==> src/rtl/spi_slave_if.sv <==
// Fabric-side handshake bundle for spi_slave.
// slave modport: the SPI responder; master modport: the fabric logic it talks to.
`timescale 1ns/1ps
interface spi_slave_if #(
  parameter int unsigned WIDTH = 16
) ();
  logic [WIDTH-1:0] rx_data;
  logic             rx_strobe;
  logic             rx_accept;
  logic             tx_request;
  logic [WIDTH-1:0] tx_data;
  logic             tx_strobe;
  logic             busy;
  logic             rx_overrun;
  logic             tx_underrun;

  modport slave (
    output rx_data, rx_strobe, tx_request, busy, rx_overrun, tx_underrun,
    input  rx_accept, tx_data, tx_strobe
  );

  modport master (
    input  rx_data, rx_strobe, tx_request, busy, rx_overrun, tx_underrun,
    output rx_accept, tx_data, tx_strobe
  );
endinterface

==> src/rtl/spi_slave.sv <==
// SPI mode-0 responder, MSB first, oversampled in the mclk domain.
// Optional feature macro: SPI_SLAVE_LOOPBACK_EN -- on an underrun load, echo the most
// recently completed rx word instead of IDLE_FILL.
`timescale 1ns/1ps
module spi_slave #(
  parameter int unsigned      WIDTH       = 16,
  parameter logic [WIDTH-1:0] IDLE_FILL   = {WIDTH{1'b1}},
  parameter int unsigned      SYNC_STAGES = 2
) (
  input  logic       mclk,
  input  logic       reset,
  input  logic       ss,
  input  logic       sck,
  input  logic       mosi,
  output logic       miso,
  spi_slave_if.slave bus
);

  localparam int unsigned     CntW    = $clog2(WIDTH + 1);
  localparam logic [CntW-1:0] LastCnt = CntW'(WIDTH - 1);

  typedef enum logic [0:0] {StIdle, StActive} state_e;

  state_e state_q, state_d;

  logic [SYNC_STAGES-1:0] ss_sync_q, sck_sync_q, mosi_sync_q;
  logic                   ss_prev_q, sck_prev_q;
  logic                   ss_s, sck_s, mosi_s;
  logic                   ss_fall, ss_rise, sck_rise, sck_fall;

  logic [CntW-1:0]  count_q, count_d;
  logic [WIDTH-1:0] rx_shift_q, rx_shift_d;
  logic [WIDTH-1:0] tx_shift_q, tx_shift_d;
  logic [WIDTH-1:0] hold_q, hold_d;
  logic             hold_full_q, hold_full_d;
  logic [WIDTH-1:0] rx_data_q, rx_data_d;
  logic             rx_strobe_q, rx_strobe_d;
  logic             rx_overrun_q, rx_overrun_d;
  logic             tx_underrun_q, tx_underrun_d;
  logic             miso_q, miso_d;
  logic [WIDTH-1:0] rx_word;
  logic             do_load;

  // Pin synchronisers plus one-flop edge detectors; ss idles high so reset it that way.
  always_ff @(posedge mclk) begin
    if (reset) begin
      ss_sync_q   <= '1;
      sck_sync_q  <= '0;
      mosi_sync_q <= '0;
      ss_prev_q   <= 1'b1;
      sck_prev_q  <= 1'b0;
    end else begin
      ss_sync_q   <= {ss_sync_q[SYNC_STAGES-2:0], ss};
      sck_sync_q  <= {sck_sync_q[SYNC_STAGES-2:0], sck};
      mosi_sync_q <= {mosi_sync_q[SYNC_STAGES-2:0], mosi};
      ss_prev_q   <= ss_s;
      sck_prev_q  <= sck_s;
    end
  end

  assign ss_s     = ss_sync_q[SYNC_STAGES-1];
  assign sck_s    = sck_sync_q[SYNC_STAGES-1];
  assign mosi_s   = mosi_sync_q[SYNC_STAGES-1];
  assign ss_fall  = ss_prev_q & ~ss_s;
  assign ss_rise  = ~ss_prev_q & ss_s;
  assign sck_rise = ~sck_prev_q & sck_s;
  assign sck_fall = sck_prev_q & ~sck_s;

  // FSM state register.
  always_ff @(posedge mclk) begin
    if (reset) state_q <= StIdle;
    else       state_q <= state_d;
  end

  // Next state, shifters, handshakes; a completion beats a same-cycle rx_accept.
  always_comb begin
    state_d       = state_q;
    count_d       = count_q;
    rx_shift_d    = rx_shift_q;
    tx_shift_d    = tx_shift_q;
    hold_d        = hold_q;
    hold_full_d   = hold_full_q;
    rx_data_d     = rx_data_q;
    rx_strobe_d   = rx_strobe_q;
    rx_overrun_d  = 1'b0;
    tx_underrun_d = 1'b0;
    do_load       = 1'b0;
    rx_word       = {rx_shift_q[WIDTH-2:0], mosi_s};

    if (bus.rx_accept) rx_strobe_d = 1'b0;

    unique case (state_q)
      StIdle: begin
        if (ss_fall) begin
          state_d = StActive;
          do_load = 1'b1;
        end
      end
      StActive: begin
        if (ss_rise) begin
          // Partial word is discarded; holding register is left alone.
          state_d    = StIdle;
          count_d    = '0;
          rx_shift_d = '0;
        end else if (sck_rise) begin
          rx_shift_d = rx_word;
          if (count_q == LastCnt) begin
            count_d      = '0;
            rx_data_d    = rx_word;
            rx_strobe_d  = 1'b1;
            rx_overrun_d = rx_strobe_q & ~bus.rx_accept;
            do_load      = 1'b1;
          end else begin
            count_d = count_q + CntW'(1);
          end
        end else if (sck_fall && count_q != '0) begin
          // At count 0 the freshly loaded MSB is already on miso.
          tx_shift_d = {tx_shift_q[WIDTH-2:0], 1'b0};
        end
      end
      default: state_d = StIdle;
    endcase

    if (do_load) begin
      if (hold_full_q) begin
        tx_shift_d  = hold_q;
        hold_full_d = 1'b0;
      end else begin
`ifdef SPI_SLAVE_LOOPBACK_EN
        tx_shift_d    = rx_data_d;
`else
        tx_shift_d    = IDLE_FILL;
`endif
        tx_underrun_d = 1'b1;
      end
    end

    // Only accepted when the holding register was empty at the start of the cycle.
    if (bus.tx_strobe && !hold_full_q) begin
      hold_d      = bus.tx_data;
      hold_full_d = 1'b1;
    end

    miso_d = (state_d == StActive) & tx_shift_d[WIDTH-1];
  end

  // Datapath and output registers.
  always_ff @(posedge mclk) begin
    if (reset) begin
      count_q       <= '0;
      rx_shift_q    <= '0;
      tx_shift_q    <= '0;
      hold_q        <= '0;
      hold_full_q   <= 1'b0;
      rx_data_q     <= '0;
      rx_strobe_q   <= 1'b0;
      rx_overrun_q  <= 1'b0;
      tx_underrun_q <= 1'b0;
      miso_q        <= 1'b0;
    end else begin
      count_q       <= count_d;
      rx_shift_q    <= rx_shift_d;
      tx_shift_q    <= tx_shift_d;
      hold_q        <= hold_d;
      hold_full_q   <= hold_full_d;
      rx_data_q     <= rx_data_d;
      rx_strobe_q   <= rx_strobe_d;
      rx_overrun_q  <= rx_overrun_d;
      tx_underrun_q <= tx_underrun_d;
      miso_q        <= miso_d;
    end
  end

  assign miso            = miso_q;
  assign bus.rx_data     = rx_data_q;
  assign bus.rx_strobe   = rx_strobe_q;
  assign bus.tx_request  = ~hold_full_q;
  assign bus.busy        = (state_q == StActive);
  assign bus.rx_overrun  = rx_overrun_q;
  assign bus.tx_underrun = tx_underrun_q;

endmodule

==> src/flat_wrapper.sv <==
// flat-port wrapper written by rule: the top's interface ports become plain ports
module spi_slave_flat 
#(
  parameter int unsigned      WIDTH       = 16,
  parameter logic [WIDTH-1:0] IDLE_FILL   = {WIDTH{1'b1}},
  parameter int unsigned      SYNC_STAGES = 2
)
  (mclk, reset, ss, sck, mosi, miso, bus_rx_data, bus_rx_strobe, bus_tx_request, bus_busy, bus_rx_overrun, bus_tx_underrun, bus_rx_accept, bus_tx_data, bus_tx_strobe);
  spi_slave_if #(.WIDTH(WIDTH)) bus_i ();
  input  logic mclk;
  input  logic reset;
  input  logic ss;
  input  logic sck;
  input  logic mosi;
  output logic miso;
  output wire logic [$bits(bus_i.rx_data)-1:0] bus_rx_data;
  output wire logic [$bits(bus_i.rx_strobe)-1:0] bus_rx_strobe;
  output wire logic [$bits(bus_i.tx_request)-1:0] bus_tx_request;
  output wire logic [$bits(bus_i.busy)-1:0] bus_busy;
  output wire logic [$bits(bus_i.rx_overrun)-1:0] bus_rx_overrun;
  output wire logic [$bits(bus_i.tx_underrun)-1:0] bus_tx_underrun;
  input wire logic [$bits(bus_i.rx_accept)-1:0] bus_rx_accept;
  input wire logic [$bits(bus_i.tx_data)-1:0] bus_tx_data;
  input wire logic [$bits(bus_i.tx_strobe)-1:0] bus_tx_strobe;
  assign bus_rx_data = bus_i.rx_data;
  assign bus_rx_strobe = bus_i.rx_strobe;
  assign bus_tx_request = bus_i.tx_request;
  assign bus_busy = bus_i.busy;
  assign bus_rx_overrun = bus_i.rx_overrun;
  assign bus_tx_underrun = bus_i.tx_underrun;
  assign bus_i.rx_accept = bus_rx_accept;
  assign bus_i.tx_data = bus_tx_data;
  assign bus_i.tx_strobe = bus_tx_strobe;
  spi_slave #(.WIDTH(WIDTH), .IDLE_FILL(IDLE_FILL), .SYNC_STAGES(SYNC_STAGES)) u_core (.mclk(mclk), .reset(reset), .ss(ss), .sck(sck), .mosi(mosi), .miso(miso), .bus(bus_i));
endmodule
==> config.mk <==
export PLATFORM = sky130hd
export DESIGN_NAME = spi_slave_flat
export DESIGN_NICKNAME = d
export VERILOG_FILES = /design/src/rtl/spi_slave_if.sv /design/src/rtl/spi_slave.sv /design/src/flat_wrapper.sv
export SDC_FILE = /design/constraint.sdc
export NUM_CORES = 1
export LEC_CHECK = 0
export CORE_UTILIZATION = 31
export CTS_CLUSTER_SIZE = 24
export DETAILED_ROUTE_END_ITERATION = 6
export DONT_BUFFER_PORTS = 1
export PLACE_DENSITY = 0.53
export SLEW_MARGIN = 20
export SYNTH_ARGS = -nofsm -noshare
export SYNTH_HDL_FRONTEND = slang
export SYNTH_SLANG_ARGS = --single-unit
==> constraint.sdc <==
create_clock -name mclk -period 3.6 [get_ports mclk]
set_input_delay 0.36 -clock mclk [delete_from_list [all_inputs] [get_ports mclk]]
set_output_delay 0.36 -clock mclk [all_outputs]
set_load 0.02 [all_outputs]
# --- Word level (Yosys, flattened, before mapping) ---
# Index checks and enable logic that the tools add are counted.
word_totals:
  register_bits: 82
  in_bits: 23
  out_inout_bits: 22
  word_cells: 77
op_classes:
  add_sub_neg: 1
  eq_ne: 3
  muxes: 26
  bitwise: 17
  reduce_logical: 13
ops:
  columns: ["cell", "n"]
  rows:
  - ["2-to-1 mux 16 bit", 6]
  - ["2-to-1 mux 15 bit", 2]
  - ["2-to-1 mux 5 bit", 3]
  - ["2-to-1 mux 1 bit", 13]
  - ["inverter 1 bit", 11]
  - ["AND reduction 4 bit", 2]
  - ["nonzero test 2 bit", 4]
  - ["bitwise AND 1 bit", 6]
  - ["adder 5 x 1 -> 5 bit (second input constant)", 1]
  - ["== test 5 x 4 -> 1 bit (second input constant)", 1]
  - ["nonzero test 5 bit", 1]
  - ["OR reduction 5 bit", 1]
  - ["!= test 2 bit (second input constant)", 2]
  - ["case mux 1 bit (2 select lines)", 2]
  - ["logical AND 1 bit", 2]
  - ["AND reduction 2 bit", 1]
  - ["OR reduction 2 bit", 1]
  - ["zero test 1 bit", 1]

# --- Depth between registers and ports, before layout ---
depth:
  ltp_word: 9
  ltp_mapped: 7
  ltp_nobuf: 6

# --- Worst setup path before layout ---
# No wires, ideal clock.
synth_timing:
  path_kind: "flip-flop to flip-flop"
  start: "register u_core.state_q, in the netlist u_core.bus.busy"
  end: "register u_core.tx_shift_q[4]"
  setup_time_ps: 103
  arrival_time_ps: 1720
  required_ps: 3497
  path_slack_ps: 1776
  path_stages_with_launch: 7
  path_buffers: 2
  period_less_slack_ps: 1824
  path_cell_list: "dfxtp_1 buf_6 nand3b_1 o31ai_4 buf_6 a22oi_1 a2111oi_2"
synth_via:
  elab_chain_cells: 4
  word_cells_on_any_way: 8
  cone_classes: "eq/ne: 2; mux: 2; bitwise: 1; reduce/logical: 3"
synth_rtl:
  columns: ["item", "line_no", "source"]
  rows:
  - ["start, declared", "spi_slave.sv:24", "state_e state_q, state_d;"]
  - ["start signal, assigned", "spi_slave.sv:71", "if (reset) state_q <= StIdle;"]
  - ["start signal, assigned", "spi_slave.sv:72", "else state_q <= state_d;"]
  - ["inverter 1 bit (no line)", null, null]
  - ["case mux 1 bit (2 select lines)", "spi_slave.sv:92", "unique case (state_q)"]
  - ["!= test 2 bit (no line) / nonzero test 2 bit (equally long branches)", null, null]
  - ["AND reduction 4 bit (no line)", null, null]
  - ["end signal, assigned", "spi_slave.sv:163", "tx_shift_q <= tx_shift_d;"]
  - ["end, declared", "spi_slave.sv:33", "logic [WIDTH-1:0] tx_shift_q, tx_shift_d;"]
# Several ways; a longest one is shown, not always the timed one.
# A chain may end at the register's enable or synchronous reset.

# --- Final worst setup path ---
layout_timing:
  start: "register u_core.ss_sync_q[1]"
  end: "register u_core.tx_shift_q[1]"
layout_via:
  elab_chain_cells: 6
  word_cells_on_any_way: 12
  cone_classes: "eq/ne: 2; mux: 4; bitwise: 3; reduce/logical: 3"
layout_rtl:
  columns: ["item", "line_no", "source"]
  rows:
  - ["start, declared", "spi_slave.sv:26", "logic [SYNC_STAGES-1:0] ss_sync_q, sck_sync_q, mosi_sync_q;"]
  - ["start signal, assigned", "spi_slave.sv:53", "ss_sync_q <= {ss_sync_q[SYNC_STAGES-2:0], ss};"]
  - ["inverter 1 bit", "spi_slave.sv:64", "assign ss_fall = ss_prev_q & ~ss_s;"]
  - ["bitwise AND 1 bit", "spi_slave.sv:64", null]
  - ["2-to-1 mux 1 bit", "spi_slave.sv:94", "if (ss_fall) begin"]
  - ["case mux 1 bit (2 select lines)", "spi_slave.sv:92", null]
  - ["!= test 2 bit (no line) / nonzero test 2 bit (equally long branches)", null, null]
  - ["AND reduction 4 bit (no line)", null, null]
# Several ways; a longest one is shown, not always the timed one.

==> results.ini <==
[status]
outcome=completed

[cells_and_area]
fin_nets=382
final-instance-count-excl-fill=498
drive_gt1_share_pct=12.4
finalCoreUtilization_pct=34.8
area_growth_syn_to_layout_pct=7.83
antenna-diode-count=0

[hold_path]
timing.hold.worst.class=in2reg

[logic_synthesis]
syn-num-nets=395
synth_edf_count=0
yosys_warnings=0
netlist-cell-type-count=41
asyncSetResetFlopFracSynth_pct=0
ys_dominant_reg_cell=sky130_fd_sc_hd__dfxtp_1
netlist_area_mm2=0.00336
synth_seq_area_share_pct=48.9
synthesis.area_per_instance_um2=9.07
ys_ff_latch=82
syn-instance-count=370

[detailed_routing]
drtIter0Drc=106
detailroute.via_count=2527
routed_via_density=5.07
antenna_violating_nets_post_route=0
drt_drc_violations_left=0
total_detailed_routing_wirelength_um=7320
route.detailed.wl_per_inst_um=14.7
first_pass_iteration_count_of_the_detailed_router=4

[critical_path]
timing.critical_path.cells=nor2b_1 -> nor3_2 -> buf_4 -> o21a_2 -> a2111oi_1
timing.critical_path.fanout_max=15
critical_path.endpoint_type=flop
critical_path.max_stage_delay_ps=780
crit_type=reg2reg
cp_slowest_cell=sky130_fd_sc_hd__nor2b_1
cp-start-kind=flop
critPathRequiredTime_ps=3850
timing.critical_path.arrival_ps=2690

[power_and_ir_drop]
peakVddDrop_v=0.000190
intPower_mw=1.34
power.density_mw_per_mm2=493
sw_share_pct=24.9
combinational_share_of_power_pct=6.2
power.leakage_nw=1.20
switching_pwr_mw=0.444
p_seq_share_pct=54.0
p_clk_share_pct=39.8

[sta]
clock-skew-final_ps=8.55
setup_viol=0
finalHoldViolations=0
slew-limit-headroom_pct=35.5
grt_setup_unrepaired=false
finalCritPeriodShare_pct=67.8
max_freq_mhz=410
final_period_minus_worst_setup_slack_ps=2440
setup_tns_ps=0
least_margin_pin_slew_ps=965
slew_violations=0

[place]
buffer_ports.inserted=0
globalplace.congestion=0.708
numPlacedInstances=482
dp_hpwl_um=4600

[global_routing]
via_count_of_the_first_global_routing_pass=2395
number_of_antenna_violations_at_the_first_check_in_global_routing=0
grt_pass1_wl_um=12200
grt_util_all_layers_pct=14.0
grt_overflow=0
grt_start_max_net_pins=81

[cts]
clkLatencyLatePin_ps=360
tritoncts.num_buffers=9
tritoncts=yes
cts.sink_count=82
clk_path_buf_depth=2
postCtsHoldBufs=0
ctsHtreeMaxLevel=3
clock_transition_at_the_register_clock_pins_on_the_worst_setup_and_hold_paths_after_cts_ps=90
post_cts_buffers=0
cts_repair_resize_count=0
ctsRootBufferMaster=sky130_fd_sc_hd__clkbuf_8

[die]
core_mm2=0.0104
fp.dieW_um=106
die_height_um=106
die_area_mm2=0.0112
placementRows=37
pin_count=45
initial_utilization_pct=32.2

[job]
drv_cap=0

kinds of logic after synthesis:
group | after synthesis | share of synthesized area [%]
adder cells (fa/ha/maj) | 2 | 0.745
AND/OR/NAND/NOR | 156 | 22.6
flip-flops | 82 | 48.9
multiplexers | 1 | 0.298
XOR/XNOR | 1 | 0.261
buffers and inverters | 32 | 4.96
AO/OA/AOI/OAI | 96 | 22.2
worst max-delay path, delay by kind of cell, from the launching register on:
kind                   cells  cell delay (ps)
AND/OR/NAND/NOR            2              930
AO/OA/AOI/OAI              2              770
flip-flops                 1              370
buffers and inverters      1              250
cell usage after synthesis, types with 2 or more instances:
library cell | instances | area share (%)
sky130_fd_sc_hd__buf_2 | 7 | 1.0
sky130_fd_sc_hd__buf_6 | 5 | 1.7
sky130_fd_sc_hd__nor3_1 | 18 | 2.7
sky130_fd_sc_hd__nor4b_4 | 2 | 1.4
sky130_fd_sc_hd__clkbuf_1 | 14 | 1.6
sky130_fd_sc_hd__o31a_1 | 2 | 0.52
sky130_fd_sc_hd__nor2_1 | 32 | 3.6
sky130_fd_sc_hd__nor2b_1 | 8 | 1.5
sky130_fd_sc_hd__nand2b_1 | 16 | 3.0
sky130_fd_sc_hd__a2111oi_2 | 13 | 5.8
sky130_fd_sc_hd__a22oi_1 | 29 | 6.5
sky130_fd_sc_hd__dfxtp_1 | 82 | 49
sky130_fd_sc_hd__ha_1 | 2 | 0.75
sky130_fd_sc_hd__inv_1 | 5 | 0.56
sky130_fd_sc_hd__nand2_1 | 68 | 7.6
sky130_fd_sc_hd__or2_2 | 3 | 0.56
sky130_fd_sc_hd__a21oi_1 | 38 | 5.7
sky130_fd_sc_hd__nand3_1 | 3 | 0.45
power groups by stage:
stage / clock network (mW) / registers, mW / logic [mW]
3_3_place_gp: 0 / 0.983 / 0.110
3_5_place_dp: 0 / 0.984 / 0.112
2_1_floorplan: 0 / 0.975 / 0.114
5_1_grt: 0.773 / 0.969 / 0.124
6_report: 0.711 / 0.963 / 0.111
4_1_cts: 0.731 / 0.963 / 0.112
registers in the layout, summed over array words and instances, names as in the netlist, 2 cells and up:
name / flops
u_core.bus.rx_data: 16
u_core.count_q: 5
u_core.hold_q: 16
u_core.mosi_sync_q: 2
u_core.rx_shift_q: 15
u_core.sck_sync_q: 2
u_core.ss_sync_q: 2
u_core.tx_shift_q: 16
worst paths after layout:
path                       startpoint  depth (start not counted)              endpoint  slack [ps]
hold reg to reg   u_core.ss_sync_q[0]                          1   u_core.ss_sync_q[1]         440
setup / recovery  u_core.ss_sync_q[1]                          5  u_core.tx_shift_q[1]        1160
setup reg to reg  u_core.ss_sync_q[1]                          5  u_core.tx_shift_q[1]        1160
hold / removal                  reset                          1  u_core.sck_sync_q[1]          60
cell usage in the layout, fill, tap and decap left out, drive strengths merged, types with 2 or more instances in the layout:
cell type	n
a21oi	38
dfxtp	82
a2111oi	14
clkbuf	11
or2	3
nor3	19
o31a	2
nor4b	2
inv	6
a22oi	29
nand2b	16
nor2	32
nor2b	8
o31ai	2
ha	2
nand2	68
buf	3
nand3	3
clkinvlp	3
o21ai	3
metal layers:
metal	wire, um	global-route usage, %	share of wire, %
met5	0	0	0
met4	162	7.34	2.2
met3	329	3.74	4.5
met2	3150	20.0	43
met1	3680	19.1	50
cell type report:
type                            instances  area [um2]
Multi-Input combinational cell        256        1550
Fill cell                            1073        6800
Inverter                                5        18.8
Clock buffer                           11         151
Clock inverter                          5        61.3
Timing Repair Buffer                    3        22.5
Sequential cell                        82        1640
Tap cell                              136         170
metrics by stage:
stage	hold slack, ps	power, mW	area [um2]	setup WS [ps]
after floorplan	389	1.09	3360	1780
after detailed placement	423	1.10	3400	1150
final	56.9	1.79	3620	1160
after global placement	419	1.09	3400	1210
after CTS	49.0	1.81	3610	1130
after global routing	47.2	1.87	3620	980
Power figures use the tool's default switching activity.
